[config.mk]
export PLATFORM = sky130hd
export DESIGN_NAME = uart_rx_frame_flat
export DESIGN_NICKNAME = d
export VERILOG_FILES = /design/src/rtl/uart_rx_frame_if.sv /design/src/rtl/uart_rx_frame.sv /design/src/flat_wrapper.sv
export SDC_FILE = /design/constraint.sdc
export NUM_CORES = 1
export LEC_CHECK = 0
export BUFFER_PORTS_ARGS = -buffer_cell sky130_fd_sc_hd__buf_2
export CORE_MARGIN = 3
export CORE_UTILIZATION = 56
export DETAILED_ROUTE_END_ITERATION = 6
export HOLD_SLACK_MARGIN = 0.1
export PLACE_DENSITY_LB_ADDON = 0.08
export SKIP_LAST_GASP = 1
export SYNTH_ARGS = -nofsm -noshare
export SYNTH_HDL_FRONTEND = slang
export SYNTH_SLANG_ARGS = --single-unit
[constraint.sdc]
create_clock -name CLK -period 3.1 [get_ports CLK]
set_clock_uncertainty 0.1 [all_clocks]
set_input_delay 0.465 -clock CLK [delete_from_list [all_inputs] [get_ports CLK]]
set_output_delay 0.465 -clock CLK [all_outputs]
set_load 0.01 [all_outputs]
[src/rtl/uart_rx_frame_if.sv]
// UART receive-side bundle: serial line, per-frame configuration and the result strobes.
// The line side (master) drives RX_IN and configuration; the receiver (slave) drives the results.
// No handshake: results are single-cycle pulses that the consumer must take when presented.
interface uart_rx_frame_if #(
  parameter int DATA_WIDTH     = 8,
  parameter int PRESCALE_WIDTH = 6
);
  logic                      RX_IN;
  logic [PRESCALE_WIDTH-1:0] Prescale;
  logic                      PAR_EN;
  logic                      PAR_TYP;
  logic [DATA_WIDTH-1:0]     RX_p_data;
  logic                      RX_d_valid;
  logic                      Par_err;
  logic                      Stp_err;

  modport master (
    output RX_IN, Prescale, PAR_EN, PAR_TYP,
    input  RX_p_data, RX_d_valid, Par_err, Stp_err
  );

  modport slave (
    input  RX_IN, Prescale, PAR_EN, PAR_TYP,
    output RX_p_data, RX_d_valid, Par_err, Stp_err
  );
endinterface

[src/rtl/uart_rx_frame.sv]
// UART frame receiver: start, DATA_WIDTH data bits LSB first, optional parity, one stop bit; 3-sample majority per bit.
// Latency: result pulse about 2 + (DATA_WIDTH+1+PAR_EN)*P + P/2 + 2 clocks after the start edge on RX_IN.
// No backpressure: RX_d_valid / Par_err / Stp_err are one-cycle pulses; RX_p_data holds the last good byte.
module uart_rx_frame #(
  parameter int DATA_WIDTH     = 8,
  parameter int PRESCALE_WIDTH = 6
) (
  input  logic           CLK,
  input  logic           RST,
  uart_rx_frame_if.slave rx_if
);

  localparam logic [2:0] S_IDLE   = 3'd0;
  localparam logic [2:0] S_START  = 3'd1;
  localparam logic [2:0] S_DATA   = 3'd2;
  localparam logic [2:0] S_PARITY = 3'd3;
  localparam logic [2:0] S_STOP   = 3'd4;
  localparam logic [2:0] S_WAIT_HI = 3'd5;

  localparam int BW = $clog2(DATA_WIDTH + 1);

  logic                      r_sync1;
  logic                      r_rx_s;
  logic [2:0]                r_state;
  logic [PRESCALE_WIDTH-1:0] r_p;
  logic                      r_par_en;
  logic                      r_par_typ;
  logic [PRESCALE_WIDTH-1:0] r_edge_cnt;
  logic [BW-1:0]             r_bit_cnt;
  logic [DATA_WIDTH-1:0]     r_shift;
  logic [DATA_WIDTH-1:0]     r_data;
  logic                      r_s0;
  logic                      r_s1;
  logic                      r_bit;
  logic                      r_perr_flag;
  logic                      r_valid;
  logic                      r_par_err;
  logic                      r_stp_err;

  logic [PRESCALE_WIDTH-1:0] w_half;
  logic [PRESCALE_WIDTH-1:0] w_p_in;
  logic [PRESCALE_WIDTH-1:0] w_edge_nxt;
  logic                      w_at_smp0;
  logic                      w_at_smp1;
  logic                      w_at_smp2;
  logic                      w_at_dec;
  logic                      w_at_last;
  logic                      w_vote;
  logic                      w_exp_par;

  // Prescale values below 8 leave no room for the three mid-bit samples, so they run as 8.
  assign w_p_in     = (rx_if.Prescale < PRESCALE_WIDTH'(8)) ? PRESCALE_WIDTH'(8) : rx_if.Prescale;
  assign w_half     = r_p >> 1;
  assign w_at_smp0  = (r_edge_cnt == w_half - PRESCALE_WIDTH'(2));
  assign w_at_smp1  = (r_edge_cnt == w_half - PRESCALE_WIDTH'(1));
  assign w_at_smp2  = (r_edge_cnt == w_half);
  assign w_at_dec   = (r_edge_cnt == w_half + PRESCALE_WIDTH'(1));
  assign w_at_last  = (r_edge_cnt == r_p - PRESCALE_WIDTH'(1));
  assign w_edge_nxt = w_at_last ? '0 : r_edge_cnt + PRESCALE_WIDTH'(1);
  assign w_vote     = (r_s0 & r_s1) | (r_s0 & r_rx_s) | (r_s1 & r_rx_s);
  assign w_exp_par  = (^r_shift) ^ r_par_typ;

  assign rx_if.RX_p_data  = r_data;
  assign rx_if.RX_d_valid = r_valid;
  assign rx_if.Par_err    = r_par_err;
  assign rx_if.Stp_err    = r_stp_err;

  // Two-flop synchroniser for the asynchronous serial line; idles high.
  always_ff @(posedge CLK) begin
    if (RST) begin
      r_sync1 <= 1'b1;
      r_rx_s  <= 1'b1;
    end else begin
      r_sync1 <= rx_if.RX_IN;
      r_rx_s  <= r_sync1;
    end
  end

  // Take three samples around mid-bit; the majority is registered one cycle later as the bit decision.
  always_ff @(posedge CLK) begin
    if (RST) begin
      r_s0  <= 1'b0;
      r_s1  <= 1'b0;
      r_bit <= 1'b0;
    end else begin
      if (w_at_smp0) r_s0  <= r_rx_s;
      if (w_at_smp1) r_s1  <= r_rx_s;
      if (w_at_smp2) r_bit <= w_vote;
    end
  end

  // Frame FSM: bit timing, data shifting, parity tracking and the one-cycle result pulses.
  always_ff @(posedge CLK) begin
    if (RST) begin
      r_state     <= S_IDLE;
      r_p         <= PRESCALE_WIDTH'(8);
      r_par_en    <= 1'b0;
      r_par_typ   <= 1'b0;
      r_edge_cnt  <= '0;
      r_bit_cnt   <= '0;
      r_shift     <= '0;
      r_data      <= '0;
      r_perr_flag <= 1'b0;
      r_valid     <= 1'b0;
      r_par_err   <= 1'b0;
      r_stp_err   <= 1'b0;
    end else begin
      r_valid   <= 1'b0;
      r_par_err <= 1'b0;
      r_stp_err <= 1'b0;
      case (r_state)
        S_IDLE: begin
          r_edge_cnt <= '0;
          if (!r_rx_s) begin
            // Configuration is frozen for the whole frame at the start edge.
            r_state     <= S_START;
            r_p         <= w_p_in;
            r_par_en    <= rx_if.PAR_EN;
            r_par_typ   <= rx_if.PAR_TYP;
            r_perr_flag <= 1'b0;
          end
        end
        S_START: begin
          if (w_at_dec && r_bit) begin
            // Start bit did not hold low through mid-bit: treat as a glitch.
            r_state    <= S_IDLE;
            r_edge_cnt <= '0;
          end else if (w_at_last) begin
            r_state    <= S_DATA;
            r_edge_cnt <= '0;
            r_bit_cnt  <= '0;
          end else begin
            r_edge_cnt <= w_edge_nxt;
          end
        end
        S_DATA: begin
          r_edge_cnt <= w_edge_nxt;
          if (w_at_dec) begin
            r_shift   <= {r_bit, r_shift[DATA_WIDTH-1:1]};
            r_bit_cnt <= r_bit_cnt + BW'(1);
          end
          if (w_at_last && (r_bit_cnt == BW'(DATA_WIDTH))) begin
            r_state <= r_par_en ? S_PARITY : S_STOP;
          end
        end
        S_PARITY: begin
          r_edge_cnt <= w_edge_nxt;
          if (w_at_dec && (r_bit != w_exp_par)) r_perr_flag <= 1'b1;
          if (w_at_last) r_state <= S_STOP;
        end
        S_STOP: begin
          r_edge_cnt <= w_edge_nxt;
          // Resolve at mid stop bit so a start edge at the nominal stop end is still seen in IDLE.
          if (w_at_dec) begin
            r_edge_cnt <= '0;
            if (!r_bit) begin
              r_stp_err <= 1'b1;
              r_state   <= S_WAIT_HI;
            end else if (r_perr_flag) begin
              r_par_err <= 1'b1;
              r_state   <= S_IDLE;
            end else begin
              r_data  <= r_shift;
              r_valid <= 1'b1;
              r_state <= S_IDLE;
            end
          end
        end
        S_WAIT_HI: begin
          // A held-low line must return high before another frame can start.
          r_edge_cnt <= '0;
          if (r_rx_s) r_state <= S_IDLE;
        end
        default: begin
          r_state    <= S_IDLE;
          r_edge_cnt <= '0;
        end
      endcase
    end
  end

endmodule
[src/flat_wrapper.sv]
// flat-port wrapper written by rule: the top's interface ports become plain ports
module uart_rx_frame_flat 
#(
  parameter int DATA_WIDTH     = 8,
  parameter int PRESCALE_WIDTH = 6
)
  (CLK, RST, rx_if_RX_IN, rx_if_Prescale, rx_if_PAR_EN, rx_if_PAR_TYP, rx_if_RX_p_data, rx_if_RX_d_valid, rx_if_Par_err, rx_if_Stp_err);
  uart_rx_frame_if #(.DATA_WIDTH(DATA_WIDTH), .PRESCALE_WIDTH(PRESCALE_WIDTH)) rx_if_i ();
  input  logic CLK;
  input  logic RST;
  input wire logic [$bits(rx_if_i.RX_IN)-1:0] rx_if_RX_IN;
  input wire logic [$bits(rx_if_i.Prescale)-1:0] rx_if_Prescale;
  input wire logic [$bits(rx_if_i.PAR_EN)-1:0] rx_if_PAR_EN;
  input wire logic [$bits(rx_if_i.PAR_TYP)-1:0] rx_if_PAR_TYP;
  output wire logic [$bits(rx_if_i.RX_p_data)-1:0] rx_if_RX_p_data;
  output wire logic [$bits(rx_if_i.RX_d_valid)-1:0] rx_if_RX_d_valid;
  output wire logic [$bits(rx_if_i.Par_err)-1:0] rx_if_Par_err;
  output wire logic [$bits(rx_if_i.Stp_err)-1:0] rx_if_Stp_err;
  assign rx_if_i.RX_IN = rx_if_RX_IN;
  assign rx_if_i.Prescale = rx_if_Prescale;
  assign rx_if_i.PAR_EN = rx_if_PAR_EN;
  assign rx_if_i.PAR_TYP = rx_if_PAR_TYP;
  assign rx_if_RX_p_data = rx_if_i.RX_p_data;
  assign rx_if_RX_d_valid = rx_if_i.RX_d_valid;
  assign rx_if_Par_err = rx_if_i.Par_err;
  assign rx_if_Stp_err = rx_if_i.Stp_err;
  uart_rx_frame #(.DATA_WIDTH(DATA_WIDTH), .PRESCALE_WIDTH(PRESCALE_WIDTH)) u_core (.CLK(CLK), .RST(RST), .rx_if(rx_if_i));
endmodule
==> results of run 1 <==
metrics by stage:
stage          utilization  cells  hold slack (ps)
5_1_grt              0.645    381              236
4_1_cts              0.645    381              240
2_1_floorplan            -    309              289
6_report             0.645    381              243
3_5_place_dp         0.624    373              303
3_3_place_gp         0.624    373              293
timing repair:
| action | CTS | global route |
|---|---|---|
| resized for setup | 0 | 1 |
| endpoints found under the setup margin | 0 | 1 |
| endpoints found under the hold margin | 0 | 0 |
layout make-up:
class / instances / area [um^2] / area share
tap: 52 / 65.1 / 0.0227
timing repair buffer: 28 / 158 / 0.0550
clock buffer: 5 / 68.8 / 0.0240
multi-input combinational: 234 / 1580 / 0.552
sequential: 46 / 921 / 0.321
inverter: 13 / 48.8 / 0.0170
clock inverter: 3 / 22.5 / 0.00786
Yosys cell counts, types with 3 or more instances:
library cell,n
dfxtp_1,46
nor2_1,44
nand2_1,28
mux2i_1,19
xnor2_1,17
a21oi_1,13
inv_1,13
clkbuf_1,12
xor2_1,12
o21ai_0,11
ha_1,10
nor3_1,6
nor4_1,6
nand2b_1,5
nand3_1,5
nor4b_1,4
a211o_1,3
a22oi_1,3
a31oi_1,3
nor2b_1,3
o21a_1,3
or2_2,3
power by group through the flow:
stage / registers (W) / clock network, W / logic, W
final: 0.000612 / 0.000378 / 0.0000957
after global placement: 0.000626 / 0 / 0.0000938
after CTS: 0.000612 / 0.000386 / 0.0000955
after detailed placement: 0.000626 / 0 / 0.0000948
after global routing: 0.000614 / 0.000410 / 0.000107
after floorplan: 0.000617 / 0 / 0.0000761
worst max-delay path by stage:
stage | depth (start not counted) | to | startpoint
floorplan | 10 | u_core.r_bit_cnt[3] | u_core.r_p[3]
global placement | 9 | u_core.r_state[2] | u_core.r_p[2]
detailed placement | 9 | u_core.r_state[2] | u_core.r_p[2]
CTS | 9 | u_core.r_state[2] | u_core.r_p[2]
global route | 9 | u_core.r_bit_cnt[3] | u_core.r_p[2]
finish | 9 | u_core.r_bit_cnt[3] | u_core.r_p[2]
logic make-up (layout without fill, tap and decap cells):
| logic type | count (synthesis) | in the layout | synth area share |
|---|---|---|---|
| simple gates | 119 | 119 | 0.231 |
| buf+inv | 29 | 49 | 0.0476 |
| flops | 46 | 46 | 0.350 |
| mux | 20 | 20 | 0.0767 |
| fa+ha+maj | 10 | 10 | 0.0476 |
| compound gates | 55 | 55 | 0.143 |
| xor+xnor | 30 | 30 | 0.103 |
flip-flops by register name, indices dropped and copies added (netlist names), 3 cells and up:
name,count
u_core.r_shift,8
u_core.rx_if.RX_p_data,8
u_core.r_edge_cnt,6
u_core.r_p,6
u_core.r_bit_cnt,4
u_core.r_state,3
per-layer routing:
layer	track usage	vias to the layer above	wire, um
li1	-	1119	-
met1	0.292	987	2730
met2	0.347	43	2690
met3	0.0486	6	203
met4	0.0652	0	62
met5	0	-	0
worst max-delay path: stages (launching register included):
cell and delay [ps]:
dfxtp_1 390, inv_1 160, ha_1 260, a21boi_0 300, xnor2_1 150, nand3_1 110, or3_1 340, o32a_2 410
or4b_1 510, nand2_1 80
==> results by group, run 1 <==
Outcome
  • Outcome: finished, final reports clean

Clocking
  • Root buffer selected by CTS: clkbuf_8
  • Depth of the CTS H-tree: 2
  • Number of buffers between clock root and the deepest sink: 2
  • Clock-pin slew on the worst setup and hold paths: 90 ps
  • Clock buffers created by TritonCTS: 5
  • Post-CTS setup-driven buffer insertion count: 0
  • Insertion delay of the later-clocked pin in the worst-skew pair: approximately 300 ps
  • Clock tree from TritonCTS: yes
  • Hold_buf cts: 0
  • Number of sinks handled by clock tree synthesis: 46

Logic synthesis
  • Most used flip-flop cell after synthesis: dfxtp_1
  • Mapped Avg Cell Area: approximately 8.5 um^2
  • Count of flip-flops with a built-in enable after synthesis: 0
  • Synthesized instance count: between 300 and 400
  • Total of warnings raised by yosys: 0
  • Synthesized flop and latch total: 46
  • Mapped cell area: about 2600 um^2
  • Post-synth net total: 330
  • Biggest area contributors in the synthesized netlist: dfxtp_1, mux2i_1, nor2_1
  • Sequential-to-total area share from yosys stat: 0.350
  • Async set-or-reset flop fraction in the synthesized netlist: 0
  • Cell accounting for the most synthesized area: dfxtp_1
  • Area fraction of the dominant cell type after synthesis: 0.350
  • Number of library cell types mapped by synthesis: between 50 and 60

Floorplanning
  • Overall die height: 74.5 um
  • Die Area: approximately 5600 um^2
  • Number of standard-cell rows in the floorplan: 24
  • Core Region: 4440 um^2
  • Starting density of the core: 0.591
  • IO Count: 22
  • Horizontal die dimension: 74.5 um

Finish
  • Commonest non-fill, non-tap cell in the layout: dfxtp_1
  • Final-stage net count: roughly 350
  • Area added between synthesis and finish: 9.05%
  • Antenna diode count: 0
  • Final non-filler cell area: 2870 um^2
  • Final-layout fill cell count: 389
  • Fraction of final layout cells with drive strength greater than 1: 0.149
  • Most used cells in the layout excluding fill and tap cells: dfxtp_1, nor2_1, nand2_1

Route
  • Detail Route Antenna Nets: 0
  • Post-DR vias/cell: 5.66
  • Routed via count: 2155
  • Drt wl/cell: approximately 15 um
  • Pre-Repair DR Iteration Count: 4
  • Final wirelength: about 5700 um
  • Number of design rule violations left after detail routing: 0
  • First DRT Iteration DRCs: 150

Timing
  • RSZ-0062 raised after global routing: false
  • Time the final worst path needs with I/O delays and setup: around 2900 ps
  • Setup_tns: 0 ps
  • Upper clock frequency limit: 346 MHz
  • Share of the clock period used by the worst path: 0.932
  • Total count of max-transition violations in the final report: 0
  • Setup violators final: 0
  • Worst-margin pin slew: 695 ps
  • Count of final hold-check violations: 0
  • Final setup slack of the worst path: 209 ps
  • Worst slew margin relative to its limit: 0.537

Placed design
  • Final HPWL DP: a little over 4000 um
  • Placed cell area: 2770 um^2
  • Global placer's final weighted congestion: between 0.8 and 0.9
  • Number of port buffers: 21
  • Worst setup timing slack at the placement stage: 170 ps

Pwr
  • Clock network fraction of total power: 0.348
  • Overall power of the completed layout: between 0.001 and 0.0015 W
  • Power per unit of standard cell area: 379 nW/um^2
  • Sw power: 0.000285 W
  • Int Pwr: approximately 0.00080 W
  • VDD IR max: 0.000287 V
  • Fraction of power spent switching nets: 0.262
  • Combinational group share of total power: 0.088
  • P_leak: approximately 1.1 nW
  • Relative contribution of sequential cells to total power: 0.564

Global route
  • Congestion Overflow GR: 0
  • Vias in the first global route: 1975
  • All-Layer GR Usage: 0.217
  • Initial antenna violation count: 0
  • Wire length of the first global-routing pass: 9250 um
  • Largest net degree at the start of global routing: 42

Critical path
  • Arrival time reported for the critical path endpoint: 3030 ps
  • FF-to-FF setup slack: approximately 210 ps
  • Setup crit end kind: register
  • Crit Path Class: reg -> reg
  • Endpoint of the lowest-slack register-to-register path: u_core.r_bit_cnt[3]
  • CP Launch Type: register
  • Required time of the critical path: 3240 ps
  • Cell depth of the worst flop-to-flop path: 9
  • Biggest fanout along the worst timing path: 7
  • Reg-to-reg critical path startpoint: u_core.r_p[2]

Job
  • Max-capacitance violation count: 0

Worst hold path
  • Number of cells on the worst hold path: 2
  • Worst hold path startpoint: rx_if_RX_IN
  • Hold EP: u_core.r_sync1
  • Hold crit path type: in -> reg
(Power assumes the default switching activity.)
==> run 2: changes to the inputs <==
--- a/config.mk
+++ b/config.mk
@@ -11,2 +11,3 @@
 export DETAILED_ROUTE_END_ITERATION = 6
+export GPL_TIMING_DRIVEN = 0
 export HOLD_SLACK_MARGIN = 0.1
--- a/constraint.sdc
+++ b/constraint.sdc
@@ -4,2 +4,2 @@
 set_output_delay 0.465 -clock CLK [all_outputs]
-set_load 0.01 [all_outputs]
+set_load 0.005 [all_outputs]
==> run 2 against run 1 <==
Against the previous run: power is 7.0% higher; sequential power is 1% lower; global-route usage is 0.59 points higher; final area is 2.0% higher; first-iteration DRC count is 29% lower; utilization is 1.3 points higher; largest cell class unchanged; highest routed layer unchanged.
==> results by group, run 2 (synthesis gave the netlist of run 1 again) <==
Outcome
  • Outcome: finished, final reports clean

Critical path
  • Arrival time reported for the critical path endpoint: between 3000 and 4000 ps
  • CP Launch Type: register
  • Crit Path Class: reg -> reg
  • Master of the slowest instance on the critical path: or4b_1
  • Required time of the critical path: 3240 ps
  • Count of buffering cells on the critical path with inverters included: 1
  • List of cells traversed by the critical path: inv_1, ha_1, a21boi_1, xnor2_1, nand3_1, or3_1, o32a_2, or4b_1, nand2_1
  • Biggest fanout along the worst timing path: 7
  • Critical Path Max Stage Delay: 500 ps
  • Setup crit end kind: register
  • Cell class contributing the biggest share of worst-path delay: simple AND/OR/NAND/NOR gates

Floorplanning
  • Horizontal die dimension: 74.5 um
  • Die Area: 5550 um^2
  • Overall die height: between 70 and 80 um
  • Number of standard-cell rows in the floorplan: 24
  • Core Region: 4440 um^2
  • IO Count: 22
  • Starting density of the core: 0.591

Finish
  • Fraction of final layout cells with drive strength greater than 1: 0.148
  • Final-stage net count: 358
  • Antenna diode count: 0
  • Area added between synthesis and finish: 11.2%
  • Commonest non-fill, non-tap cell in the layout: dfxtp_1
  • Most used cells in the layout excluding fill and tap cells: dfxtp_1, nor2_1, nand2_1
  • Number of standard cells in the final layout excluding fillers: between 300 and 400

Pwr
  • Power per unit of standard cell area: between 300 and 400 nW/um^2
  • Int Pwr: 0.000881 W
  • Sw power: 0.000281 W
  • P_leak: 1.16 nW
  • Clock network fraction of total power: 0.387
  • VDD IR max: around 0.00037 V
  • Combinational group share of total power: 0.092
  • Fraction of power spent switching nets: 0.242
  • Overall power of the completed layout: 0.00116 W
  • Relative contribution of sequential cells to total power: 0.521

Timing
  • Setup_tns: 0 ps
  • Total count of max-transition violations in the final report: 0
  • Count of final hold-check violations: 0
  • Time the final worst path needs with I/O delays and setup: a little under 3000 ps
  • Setup violators final: 0
  • Final setup slack of the worst path: 185 ps
  • Worst slew margin relative to its limit: 0.345
  • RSZ-0062 raised after global routing: false
  • Smallest hold slack: between 200 and 300 ps
  • Worst-margin pin slew: 974 ps
  • Share of the clock period used by the worst path: 0.940
  • Upper clock frequency limit: 343 MHz

Global route
  • Initial antenna violation count: 0
  • Wire length of the first global-routing pass: 9540 um
  • Largest net degree at the start of global routing: 16
  • All-Layer GR Usage: 0.223
  • Vias in the first global route: 2032
  • Congestion Overflow GR: 0

Route
  • First DRT Iteration DRCs: 106
  • Drt wl/cell: roughly 15 um
  • Final wirelength: 5810 um
  • Post-DR vias/cell: 5.71
  • Routed via count: 2225
  • Number of design rule violations left after detail routing: 0
  • Pre-Repair DR Iteration Count: 4
  • Detail Route Antenna Nets: 0

Clocking
  • Insertion delay of the later-clocked pin in the worst-skew pair: 300 ps
  • Clock-pin slew on the worst setup and hold paths: roughly 90 ps
  • Clock buffers created by TritonCTS: 5
  • Clock tree from TritonCTS: yes
  • Number of buffers between clock root and the deepest sink: 2
  • Hold_buf cts: 0
  • Number of sinks handled by clock tree synthesis: 46
  • Depth of the CTS H-tree: 2
  • Root buffer selected by CTS: clkbuf_8

Placed design
  • Number of port buffers: 21
  • Final HPWL DP: between 4000 and 5000 um
  • Worst setup timing slack at the placement stage: approximately 76 ps
  • Global placer's final weighted congestion: 0.883
  • Number of cells in the design after placement: approximately 380

Job
  • Max-capacitance violation count: 0

Worst hold path
  • Hold crit path type: in -> reg
==> run 2: worst reg2reg max path: stages (launching register included) <==
cell and delay [ps]:
dfxtp_1 480, inv_1 150, ha_1 290, a21boi_1 180, xnor2_1 200, nand3_1 120
or3_1 350, o32a_2 420, or4b_1 500, nand2_1 70
==> run 2: through the flow <==
step,area [um^2],util
2_1_floorplan,2630,-
3_3_place_gp,2800,0.630
3_5_place_dp,2800,0.630
4_1_cts,2910,0.655
5_1_grt,2920,0.658
6_report,2920,0.658
==> run 2: power groups by stage <==
| stage | combinational [W] | clock, W | sequential [W] |
|---|---|---|---|
| 3_5_place_dp | 0.000104 | 0 | 0.000619 |
| 5_1_grt | 0.000119 | 0.000477 | 0.000607 |
| 2_1_floorplan | 0.0000761 | 0 | 0.000617 |
| 6_report | 0.000106 | 0.000450 | 0.000605 |
| 3_3_place_gp | 0.000102 | 0 | 0.000619 |
| 4_1_cts | 0.000105 | 0.000458 | 0.000605 |
==> run 2: metal layers <==
metal,GRT usage,vias to the layer above,routed length [um]
met2,0.374,56,2790
met3,0.0432,6,234
li1,-,1128,-
met5,0,-,0
met1,0.296,1035,2740
met4,0.0534,0,57
==> run 2: timing repair <==
item,CTS,global route
endpoints found under the setup margin,0,8
endpoints found under the hold margin,0,0
buffers inserted,0,0
gates resized for setup,0,7
==> run 2: cell type report <==
cell class,instances,area (um^2)
Tap cell,52,65.1
Inverter,13,48.8
Fill cell,396,1520
Clock inverter,3,43.8
Clock buffer,5,68.8
Multi-Input combinational cell,234,1590
Buffer,16,77.6
Sequential cell,46,922
Timing Repair Buffer,21,105
==> run 2: final timing paths <==
check	from	endpoint	slack, ps	depth (start not counted)
max	u_core.r_p[1]	u_core.r_bit_cnt[3]	180	9
min	rx_if_RX_IN	u_core.r_sync1	260	2
max reg2reg	u_core.r_p[1]	u_core.r_bit_cnt[3]	180	9
min reg2reg	u_core.r_sync1	u_core.r_rx_s	320	1
==> run 3: changes to the inputs <==
- CORE_MARGIN: 3 -> 2
- PLACE_DENSITY: default -> 0.75
- PLACE_DENSITY_LB_ADDON: 0.08 -> default
==> run 3 against run 2 <==
Against the previous run: clock power shrank 1%; sequential power is essentially flat; sequential cell count is the same; setup slack lost 91 ps; first-iteration DRC count grew 17%; critical path depth is the same; worst hold slack lost 16 ps; combinational power is essentially flat; largest cell class unchanged; clock-buffer cell count is the same.
==> results by group, run 3 (synthesis gave the netlist of run 1 again) <==
Critical path
  • List of cells traversed by the critical path: inv_1, ha_1, xor2_1, a21oi_1, and3_1, nand3_2, o21ai_1, o32a_1, mux2_2
  • Total stage count of the critical path: 9
  • FF-to-FF setup slack: just over 90 ps
  • Endpoint of the lowest-slack register-to-register path: u_core.r_state[2]
  • Master of the slowest instance on the critical path: dfxtp_1
  • Critical Path Max Stage Delay: 510 ps
  • Cell class contributing the biggest share of worst-path delay: compound AO/OA/AOI/OAI gates
  • Setup crit end kind: register
  • Arrival time reported for the critical path endpoint: 3100 ps
  • Crit Path Class: reg -> reg
  • Cell depth of the worst flop-to-flop path: 9
  • Count of buffering cells on the critical path with inverters included: 1
  • Biggest fanout along the worst timing path: 7
  • Reg-to-reg critical path startpoint: u_core.r_p[1]
  • CP Launch Type: register
  • Required time of the critical path: 3190 ps

Route
  • Final wirelength: 5790 um
  • Detail Route Antenna Nets: 0
  • Routed via count: approximately 2200
  • Post-DR vias/cell: 5.67
  • First DRT Iteration DRCs: 124
  • Number of design rule violations left after detail routing: 0
  • Pre-Repair DR Iteration Count: 4
  • Drt wl/cell: 14.8 um

Clocking
  • Insertion delay of the later-clocked pin in the worst-skew pair: ~300 ps
  • Clock-pin slew on the worst setup and hold paths: 90 ps
  • Clock buffers created by TritonCTS: 5
  • Number of sinks handled by clock tree synthesis: 46
  • Root buffer selected by CTS: clkbuf_8
  • Depth of the CTS H-tree: 2
  • Hold_buf cts: 0
  • Number of buffers between clock root and the deepest sink: 2
  • Clock tree from TritonCTS: yes

Pwr
  • Overall power of the completed layout: 0.00116 W
  • VDD IR max: 0.000344 V
  • P_leak: 1.16 nW
  • Power per unit of standard cell area: between 300 and 400 nW/um^2

Timing
  • Count of final hold-check violations: 0
  • RSZ-0062 raised after global routing: true
  • Time the final worst path needs with I/O delays and setup: 3010 ps
  • Worst-margin pin slew: 948 ps
  • Share of the clock period used by the worst path: 0.970
  • Final setup slack of the worst path: 93.3 ps
  • Upper clock frequency limit: 333 MHz
  • Total count of max-transition violations in the final report: 0
  • Setup violators final: 0
  • Worst slew margin relative to its limit: 0.362

Global route
  • Global Route met3 Usage: 0.0528
  • All-Layer GR Usage: 0.242
  • Congestion Overflow GR: 0
  • Initial antenna violation count: 0
  • Global routing usage on met2: 0.394
  • GRT Max-Usage Layer: met2
  • Vias in the first global route: 2161
  • Met1 demand-to-capacity share in global routing: 0.314
  • Wire length of the first global-routing pass: 9970 um
  • Largest net degree at the start of global routing: 16

Finish
  • Commonest non-fill, non-tap cell in the layout: dfxtp_1
  • Number of standard cells in the final layout excluding fillers: 391
  • Area added between synthesis and finish: 11.9%
  • Final non-filler cell area: 2940 um^2
  • Most used cells in the layout excluding fill and tap cells: dfxtp_1, nor2_1, nand2_1
  • Antenna diode count: 0
  • Fraction of final layout cells with drive strength greater than 1: 0.145
  • Final-stage net count: 359
  • Core Util, Final: 0.661

Outcome
  • Outcome: finished, final reports clean

Floorplanning
  • Starting density of the core: 0.591
  • Die Area: 5260 um^2
  • IO Count: 22
  • Number of standard-cell rows in the floorplan: 24
  • Horizontal die dimension: 72.5 um
  • Overall die height: 72.5 um
  • Core Region: 4440 um^2

Placed design
  • Number of cells in the design after placement: 382
  • Global placer's final weighted congestion: 0.868
  • Worst setup timing slack at the placement stage: 20.5 ps
  • Placed cell area: around 2800 um^2
  • Final HPWL DP: 4290 um
  • Number of port buffers: 21

Worst hold path
  • Worst hold path startpoint: rx_if_RX_IN
  • Number of cells on the worst hold path: 2
  • Hold EP: u_core.r_sync1
  • Hold crit path type: in -> reg

Job
  • Max-capacitance violation count: 0
[run 3: power by group]
| group | switching [W] | total, W | internal [W] | leakage, nW |
|---|---|---|---|---|
| registers | 0.00000779 | 0.000606 | 0.000598 | 0.372 |
| clock network | 0.000203 | 0.000445 | 0.000242 | 0.0585 |
| logic | 0.0000648 | 0.000106 | 0.0000408 | 0.732 |
| total | 0.000275 | 0.00116 | 0.000880 | 1.16 |
[run 3: area by class of cell]
cell class / count / area, um^2
clock buffers: 5 / 68.8
clock inverters: 3 / 43.8
fillers: 387 / 1510
flip-flops and latches: 46 / 921
well taps: 52 / 65.1
repair buffers: 22 / 125
plain buffers: 16 / 77.6
inverters: 13 / 48.8
multi-input cells: 234 / 1590
[run 3: repair_timing]
action | in CTS | in global routing
resized for setup | 0 | 5
setup buffers | 0 | 1
setup endpoints to repair | 0 | 13
[run 3: worst register-to-register path: cells and delay by family, from the launching register on]
kind	cells	cell delay [ps]
xor gates and xnor gates	1	190
DFF	1	510
buffers and inverters	1	170
AOI/OAI and AO/OA	3	820
muxes	1	350
adders and majority gates	1	330
and+or+nand+nor	2	430
[run 3: through the flow]
step           hold WS [ps]  setup TNS [ps]
6_report                241               0
3_5_place_dp            298               0
3_3_place_gp            291               0
5_1_grt                 233           -37.1
4_1_cts                 232               0
2_1_floorplan           289               0
[run 3: worst max-delay path by stage]
stage	startpoint	end
after global placement	u_core.r_p[2]	u_core.r_state[2]
after global routing	u_core.r_p[1]	u_core.r_state[2]
after detailed placement	u_core.r_p[2]	u_core.r_state[2]
after CTS	u_core.r_p[2]	u_core.r_state[2]
after floorplan	u_core.r_p[3]	u_core.r_bit_cnt[3]
final	u_core.r_p[1]	u_core.r_state[2]
[run 3: routing by layer]
layer / routed length [um] / up-vias
met3: 275 / 10
met2: 2730 / 48
met5: 0 / -
li1: - / 1131
met1: 2660 / 1029
met4: 128 / 0
